==> src/rtl/frame_strobe_sequencer.sv <==
// Frame strobe sequencer: turns an address/data config word stream into a held
// FrameData row plus a single one-hot FrameStrobe pulse with setup/hold spacing.
module frame_strobe_sequencer #(
  parameter int unsigned MaxFramesPerCol = 20,
  parameter int unsigned FrameBitsPerRow = 32,
  parameter logic [4:0]  ColSelect       = 5'd0,
  parameter int unsigned SetupCycles     = 1,
  parameter int unsigned HoldCycles      = 1
) (
  input  logic                       CLK,
  input  logic                       resetn,
  input  logic [31:0]                WordIn,
  input  logic                       WordValid,
  output logic                       WordReady,
  output logic [FrameBitsPerRow-1:0] FrameData,
  output logic [MaxFramesPerCol-1:0] FrameStrobe,
  output logic                       Busy,
  output logic                       Error
);

  typedef enum logic [2:0] {S_IDLE, S_DATA, S_SETUP, S_STROBE, S_HOLD} state_e;

  localparam logic [3:0] SetupCnt = SetupCycles[3:0];
  localparam logic [3:0] HoldCnt  = HoldCycles[3:0];
  localparam logic [MaxFramesPerCol-1:0] StrobeOne = {{(MaxFramesPerCol-1){1'b0}}, 1'b1};

  state_e                     state_q, state_d;
  logic [3:0]                 cnt_q, cnt_d;
  logic [4:0]                 idx_q, idx_d;
  logic                       skip_q, skip_d;
  logic                       err_q, err_d;
  logic [FrameBitsPerRow-1:0] data_q, data_d;
  logic [MaxFramesPerCol-1:0] strobe_q, strobe_d;

  logic accept, marker_ok, col_ok, idx_ok;

  assign WordReady = (state_q == S_IDLE) || (state_q == S_DATA);
  assign accept    = WordValid && WordReady;
  assign marker_ok = (WordIn[31:24] == 8'hFA);
  assign col_ok    = (WordIn[23:19] == ColSelect);
  assign idx_ok    = (32'(WordIn[4:0]) < MaxFramesPerCol);

  always_comb begin
    state_d  = state_q;
    cnt_d    = cnt_q;
    idx_d    = idx_q;
    skip_d   = skip_q;
    err_d    = err_q;
    data_d   = data_q;
    strobe_d = '0;
    case (state_q)
      S_IDLE: begin
        if (accept) begin
          if (!marker_ok) begin
            err_d = 1'b1;
          end else begin
            idx_d   = WordIn[4:0];
            skip_d  = !col_ok || !idx_ok;
            err_d   = err_q || !idx_ok;
            state_d = S_DATA;
          end
        end
      end
      S_DATA: begin
        if (accept) begin
          if (skip_q) begin
            state_d = S_IDLE;
          end else begin
            data_d = WordIn[FrameBitsPerRow-1:0];
            cnt_d  = SetupCnt;
            state_d = (SetupCnt == 4'd0) ? S_STROBE : S_SETUP;
          end
        end
      end
      S_SETUP: begin
        if (cnt_q == 4'd1) state_d = S_STROBE;
        else               cnt_d   = cnt_q - 4'd1;
      end
      S_STROBE: begin
        cnt_d   = HoldCnt;
        state_d = (HoldCnt == 4'd0) ? S_IDLE : S_HOLD;
      end
      S_HOLD: begin
        if (cnt_q == 4'd1) state_d = S_IDLE;
        else               cnt_d   = cnt_q - 4'd1;
      end
      default: state_d = S_IDLE;
    endcase
    // Strobe register is loaded on entry so the pulse aligns with the STROBE state.
    if (state_d == S_STROBE) strobe_d = StrobeOne << idx_q;
  end

  always_ff @(posedge CLK or negedge resetn) begin
    if (!resetn) begin
      state_q  <= S_IDLE;
      cnt_q    <= '0;
      idx_q    <= '0;
      skip_q   <= 1'b0;
      err_q    <= 1'b0;
      data_q   <= '0;
      strobe_q <= '0;
    end else begin
      state_q  <= state_d;
      cnt_q    <= cnt_d;
      idx_q    <= idx_d;
      skip_q   <= skip_d;
      err_q    <= err_d;
      data_q   <= data_d;
      strobe_q <= strobe_d;
    end
  end

  assign FrameData   = data_q;
  assign FrameStrobe = strobe_q;
  assign Busy        = (state_q != S_IDLE);
  assign Error       = err_q;

endmodule
==> config.mk <==
export PLATFORM = sky130hd
export DESIGN_NAME = frame_strobe_sequencer
export DESIGN_NICKNAME = d
export VERILOG_FILES = /design/src/rtl/frame_strobe_sequencer.sv
export SDC_FILE = /design/constraint.sdc
export NUM_CORES = 1
export LEC_CHECK = 0
export CORE_UTILIZATION = 40
export CTS_BUF_LIST = sky130_fd_sc_hd__clkbuf_16
export CTS_CLUSTER_SIZE = 20
export DETAILED_ROUTE_END_ITERATION = 10
export MAX_ROUTING_LAYER = met4
export PLACE_DENSITY = 0.8
export SLEW_MARGIN = 20
export SYNTH_ARGS = -nofsm -noshare
export SYNTH_HDL_FRONTEND = slang
export SYNTH_SLANG_ARGS = --single-unit
==> constraint.sdc <==
create_clock -name CLK -period 1.6 [get_ports CLK]
set_input_delay 0.32 -clock CLK [delete_from_list [all_inputs] [get_ports CLK]]
set_output_delay 0.32 -clock CLK [all_outputs]
set_load 0.01 [all_outputs]
==> results of run 1 <==
## flip-flops by register name, summed over array words and instances, names as in the netlist
signal	flops
FrameData	32
FrameStrobe	20
idx_q	5
cnt_q	4
state_q	3
Error	1
skip_q	1
## cell families (layout without fill, tap and decap cells)
family / Yosys count / count (layout) / synth area share [%]
AO/OA/AOI/OAI: 13 / 13 / 3.13
adder cells (fa/ha/maj): 2 / 2 / 0.978
buffers and inverters: 9 / 131 / 1.66
flip-flops: 66 / 66 / 64.5
multiplexers: 40 / 40 / 17.6
AND/OR/NAND/NOR: 58 / 58 / 12.1
## final cells by class
class | instances | area, µm² | area share [%]
sequential | 66 | 1650 | 39.9
timing repair buffer | 112 | 1110 | 26.9
multi-input combinational | 113 | 987 | 23.9
clock buffer | 9 | 225 | 5.44
tap | 75 | 93.8 | 2.27
clock inverter | 6 | 50.0 | 1.21
inverter | 4 | 15.0 | 0.363
## placed cells by master, fill, tap and decap left out, types with 2 or more instances in the layout
master	netlist	layout
clkdlybuf4s50_1	0	86
nand3b_1	5	5
buf_6	0	5
nand2_1	5	5
a21o_1	2	2
nor2_1	28	22
nor3b_2	1	2
mux2_2	40	34
dfrtp_1	66	66
buf_12	0	3
mux2_4	0	6
nand3_1	3	2
o21ai_0	7	6
buf_4	1	16
nor3_1	3	2
clkinv_1	0	3
inv_1	4	4
clkbuf_16	0	9
nor2_2	0	6
nor3_2	1	2
## worst paths after layout
check | startpoint | end | slack [ps] | cells past startpoint
worst max-delay path | cnt_q[1] | FrameStrobe[13] | -110 | 7
worst min-delay path | resetn | FrameData[15] | 9 | 2
worst max register to register | cnt_q[1] | FrameStrobe[13] | -110 | 7
worst min register to register | Error | Error | 470 | 1
max in group asynchronous | resetn | FrameData[29] | 1320 | 2
min in group CLK | Error | Error | 470 | 1
## cells in the mapped netlist, drive strengths merged
cell | instances | area share [%]
mux2 | 40 | 18
nor4b | 1 | 0.34
or3 | 1 | 0.24
nand2 | 5 | 0.73
dfrtp | 66 | 65
o21ai | 7 | 1.4
a21oi | 1 | 0.20
o21a | 1 | 0.29
a31o | 1 | 0.34
a211o | 1 | 0.34
nand4bb | 1 | 0.44
and3 | 1 | 0.24
inv | 4 | 0.59
nand4 | 1 | 0.24
nor3b | 3 | 1.1
nand3b | 6 | 1.9
ha | 2 | 0.98
nand2b | 2 | 0.49
nor3 | 4 | 0.98
buf | 5 | 1.1
nand3 | 3 | 0.59
a21o | 2 | 0.59
nor2 | 28 | 4.1
or3b | 2 | 0.68
## routing by layer
layer / part of all wire (%) / global-route usage [%]
met1: 42 / 21.4
met2: 50 / 31.8
met3: 5.9 / 5.78
met4: 2.4 / 9.65
met5: 0 / -
## critical path, stage by stage, from the launching register on
cell	delay, ps
dfrtp_1	380
inv_2	80
ha_4	120
or3b_4	380
nor3_2	120
buf_4	170
nand3b_1	200
nor2_1	170
## power by group through the flow
| stage | Combinational, mW | Clock, mW | Sequential, mW |
|---|---|---|---|
| 2_1_floorplan | 0.741 | 0 | 2.58 |
| 3_3_place_gp | 2.23 | 0 | 2.36 |
| 3_5_place_dp | 2.27 | 0 | 2.39 |
| 4_1_cts | 2.33 | 1.85 | 2.36 |
| 5_1_grt | 2.62 | 1.92 | 2.41 |
| 6_report | 2.45 | 1.81 | 2.36 |
## through the flow
| stage | hold slack (ps) | util, % |
|---|---|---|
| floorplan | 24.4 | - |
| global placement | 362 | 60.4 |
| detailed placement | 364 | 60.4 |
| CTS | 24.8 | 66.1 |
| global route | 46.2 | 68.2 |
| finish | 8.93 | 68.2 |
## repair_timing
action | in CTS | in global routing
resized for setup | 15 | 26
pin swaps | 6 | 8
setup buffers | 4 | 4
endpoints found under the setup margin | 30 | 62
==> flow_metrics.env, run 1 <==
export IMPL_drive_above_1_share_pct=31.9
export IMPL_syn_cell_area_mm2=0.00256
export IMPL_synth_cell_type_count=29
export IMPL_status="complete, but fails checks"
export IMPL_cts_clk_slew_worst_paths_ps=50
export IMPL_ios=90
export IMPL_power_mw=6.63
export IMPL_antenna_found_initial=0
export IMPL_grt_usage_pct=19.4
export IMPL_via_per_inst=4.93
export IMPL_p_sw_share_pct=27.2
export IMPL_final_setup_worst_slack_ps=-107
export IMPL_diodes=0
export IMPL_drtAntennaViolNets=0
export IMPL_wire_per_inst_um=14.7
export IMPL_clkPwrFrac_pct=27.4
export IMPL_drt_wl_total_mm=5.67
export IMPL_switchingPower_mw=1.80
export IMPL_hold_viol=0
export IMPL_fin_area_mm2=0.00414
export IMPL_root_buffer="clkbuf_16"
export IMPL_stdcell_count=385
export IMPL_yosysSeqAreaShare_pct=64.5
export IMPL_port_buffers=89
export IMPL_cp_max_fo=5
export IMPL_maxCapViolations=0
export IMPL_power_density_mw_per_mm2=1600
export IMPL_p_int_mw=4.82
export IMPL_drv_slew=0
export IMPL_die_w_um=82.0
export IMPL_setup_tns_ps=-1350
export IMPL_synth_nets=225
export IMPL_min_path_type="in -> async"
export IMPL_first_iter_violations=52
export IMPL_grt_overflow=0
export IMPL_crit_arrival_ps=1950
export IMPL_critPathKind="reg -> reg"
export IMPL_setup_viol=50
export IMPL_power_frac_seq_pct=35.7
export IMPL_finalClockSkew_ps=5.50
export IMPL_peakVddDrop_mv=1.00
export IMPL_clkLatencyLatePin_ps=320
export IMPL_hold_buffers=0
export IMPL_fillerInstances=429
export IMPL_p_leak_nw=1.83
export IMPL_rsz0062_at_grt="yes"
export IMPL_fmax_mhz=586
export IMPL_maxSlewHeadroom_pct=77.3
export IMPL_first_global_vias=2031
export IMPL_critPathRequiredTime_ps=1840
export IMPL_start_kind="flop"
export IMPL_cts_buffer_depth=2
export IMPL_syn2layout_area_growth_pct=61.7
export IMPL_final_nets=343
export IMPL_numCtsBuffers=9
export IMPL_synth_seq_cells=66
export IMPL_dpl_worst_slack_ps=-380
export IMPL_worst_pin_slew_ps=341
export IMPL_grt_pass1_wl_mm=9.05
export IMPL_endpoint_kind="flop"
export IMPL_drc=0
export IMPL_dpl_cell_area_mm2=0.00366
export IMPL_place_congestion=0.720
export IMPL_cts_tree="yes"
export IMPL_fp_dieH_um=82.0
export IMPL_min_period_over_period_pct=107
export IMPL_hpwl_mm=3.94
export IMPL_finalCriticalPeriod_ps=1710
export IMPL_die_area_mm2=0.00672
export IMPL_grt_max_degree=67
export IMPL_start_util_pct=42.2
export IMPL_synth_avg_cell_area_um2=13.6
export IMPL_dp_cells=362
export IMPL_cts_sinks=66
export IMPL_vias=1898
export IMPL_h_tree_depth=3
export IMPL_first_pass_iters=4
export IMPL_violations="setup timing"
export IMPL_row_count=28
export IMPL_design_core_area_mm2=0.00606
export IMPL_comb_power_share_pct=37.0
export IMPL_yosysWarnings=0
export IMPL_syn_inst=188
No activity file was read; power rests on OpenSTA's default activity.
==> run 2: changes to the inputs <==
- HOLD_SLACK_MARGIN: default -> 0.03
==> flow_metrics.env, run 2 (synthesis gave the netlist of run 1 again) <==
export IMPL_critPathRequiredTime_ps=1840
export IMPL_maxCapViolations=0
export IMPL_finalCriticalPeriod_ps=1710
export IMPL_diodes=0
export IMPL_cts_tree="yes"
export IMPL_start_util_pct=42.2
export IMPL_first_pass_iters=4
export IMPL_final_setup_worst_slack_ps=-107
export IMPL_path_cells="inv_2 > ha_4 > or3b_4 > nor3_2 > buf_4 > nand3b_1 > nor2_1"
export IMPL_cp_max_fo=5
export IMPL_ios=90
export IMPL_die_w_um=82.0
export IMPL_min_path_type="reg -> reg"
export IMPL_power_mw=6.63
export IMPL_design_core_area_mm2=0.00606
export IMPL_first_global_vias=2031
export IMPL_p_leak_nw=1.83
export IMPL_drt_wl_total_mm=5.70
export IMPL_largest_reg_flops=32
export IMPL_cts_sinks=66
export IMPL_power_density_mw_per_mm2=1600
export IMPL_die_area_mm2=0.00672
export IMPL_finalClockSkew_ps=5.50
export IMPL_worst_pin_slew_ps=341
export IMPL_port_buffers=89
export IMPL_first_iter_violations=54
export IMPL_h_tree_depth=3
export IMPL_crit_arrival_ps=1950
export IMPL_antenna_found_initial=0
export IMPL_fmax_mhz=586
export IMPL_drc=0
export IMPL_via_per_inst=4.92
export IMPL_grt_overflow=0
export IMPL_crit_buf_inv=2
export IMPL_maxSlewHeadroom_pct=77.3
export IMPL_grt_pass1_wl_mm=9.07
export IMPL_cts_buffer_depth=2
export IMPL_dpl_worst_slack_ps=-380
export IMPL_critPathTopFamily="simple AND/OR/NAND/NOR gates"
export IMPL_place_congestion=0.720
export IMPL_critPathKind="reg -> reg"
export IMPL_hpwl_mm=3.94
export IMPL_use_met1_pct=21.4
export IMPL_drv_slew=0
export IMPL_violations="setup timing"
export IMPL_start_kind="flop"
export IMPL_drtAntennaViolNets=0
export IMPL_setup_viol=50
export IMPL_rsz0062_at_grt="yes"
export IMPL_grt_max_degree=67
export IMPL_endpoint_kind="flop"
export IMPL_drive_above_1_share_pct=31.8
export IMPL_met2_usage_pct=32.1
export IMPL_use_met3_pct=5.78
export IMPL_wire_per_inst_um=14.8
export IMPL_syn2layout_area_growth_pct=62.1
export IMPL_grt_usage_pct=19.5
export IMPL_clkLatencyLatePin_ps=320
export IMPL_peakVddDrop_mv=1.00
export IMPL_rrSetupSlack_ps=-110
export IMPL_status="complete, but fails checks"
export IMPL_stdcell_count=386
export IMPL_final_common_cell="clkdlybuf4s50_1"
export IMPL_vias=1898
export IMPL_crit_slowest_cell="dfrtp_1"
export IMPL_cts_clk_slew_worst_paths_ps=50
export IMPL_cp_slowest_stage_delay_ps=380
export IMPL_min_period_over_period_pct=107
export IMPL_final_nets=344
export IMPL_grt_busiest_layer="met2"
export IMPL_row_count=28
export IMPL_root_buffer="clkbuf_16"
export IMPL_dp_cells=362
export IMPL_fp_dieH_um=82.0
export IMPL_hold_viol=0
export IMPL_layout_common_cells="clkdlybuf4s50_1, dfrtp_1, mux2_2, nor2_1, buf_4"
export IMPL_numCtsBuffers=9
[run 2: changes by cell type in the layout (fill, tap and decap cells not counted), sizes merged]
| cell | change |
|---|---|
| dlygate4sd3 | +1 |
[run 2: area by class of cell]
class	count	area (µm²)
clock buffer	9	225
clock inverter	6	50.0
fill	429	1910
inverter	4	15.0
multi-input combinational	113	987
sequential	66	1650
tap	75	93.8
timing repair buffer	113	1120
[run 2: timing repair]
item	CTS	global route
endpoints found under the setup margin	30	62
gates resized for setup	15	26
endpoints found under the hold margin	21	0
pin swaps	6	8
setup buffers	4	4
hold buffers	1	0
[run 2: per-layer routing]
| metal | wire [µm] | vias to the layer above | part of all wire (%) |
|---|---|---|---|
| li1 | - | 887 | - |
| met1 | 2370 | 929 | 42 |
| met2 | 2860 | 70 | 50 |
| met3 | 332 | 12 | 5.8 |
| met4 | 134 | 0 | 2.4 |
| met5 | 0 | - | 0 |
[run 2: per-stage QoR]
| step | setup TNS [ps] | hold WS, ps | util (%) | cell area [µm²] |
|---|---|---|---|---|
| global route | -5220 | 494 | 68.4 | 4150 |
| detailed placement | -5680 | 364 | 60.4 | 3660 |
| floorplan | 0 | 24.4 | - | 2560 |
| global placement | -4310 | 362 | 60.4 | 3660 |
| finish | -1350 | 472 | 68.4 | 4150 |
| CTS | -1770 | 477 | 66.3 | 4020 |
[run 2: report_power, final]
group | internal [mW] | total, mW | switching (mW)
logic | 1.52 | 2.45 | 0.928
registers | 2.13 | 2.36 | 0.232
clock network | 1.17 | 1.81 | 0.644
total | 4.83 | 6.63 | 1.80
[run 2: worst paths after layout]
kind	to	start	depth (start not counted)
min in group asynchronous	FrameData[15]	resetn	3
worst max register to register	FrameStrobe[13]	cnt_q[1]	7
worst max-delay path	FrameStrobe[13]	cnt_q[1]	7
worst min-delay path	Error	Error	1
worst min register to register	Error	Error	1
max in group asynchronous	FrameData[29]	resetn	3
[run 2: worst reg2reg max path, cell delays in order (launching register included)]
cell and delay [ps]:
dfrtp_1 380, inv_2 80, ha_4 120, or3b_4 380, nor3_2 120, buf_4 170, nand3b_1 200, nor2_1 170
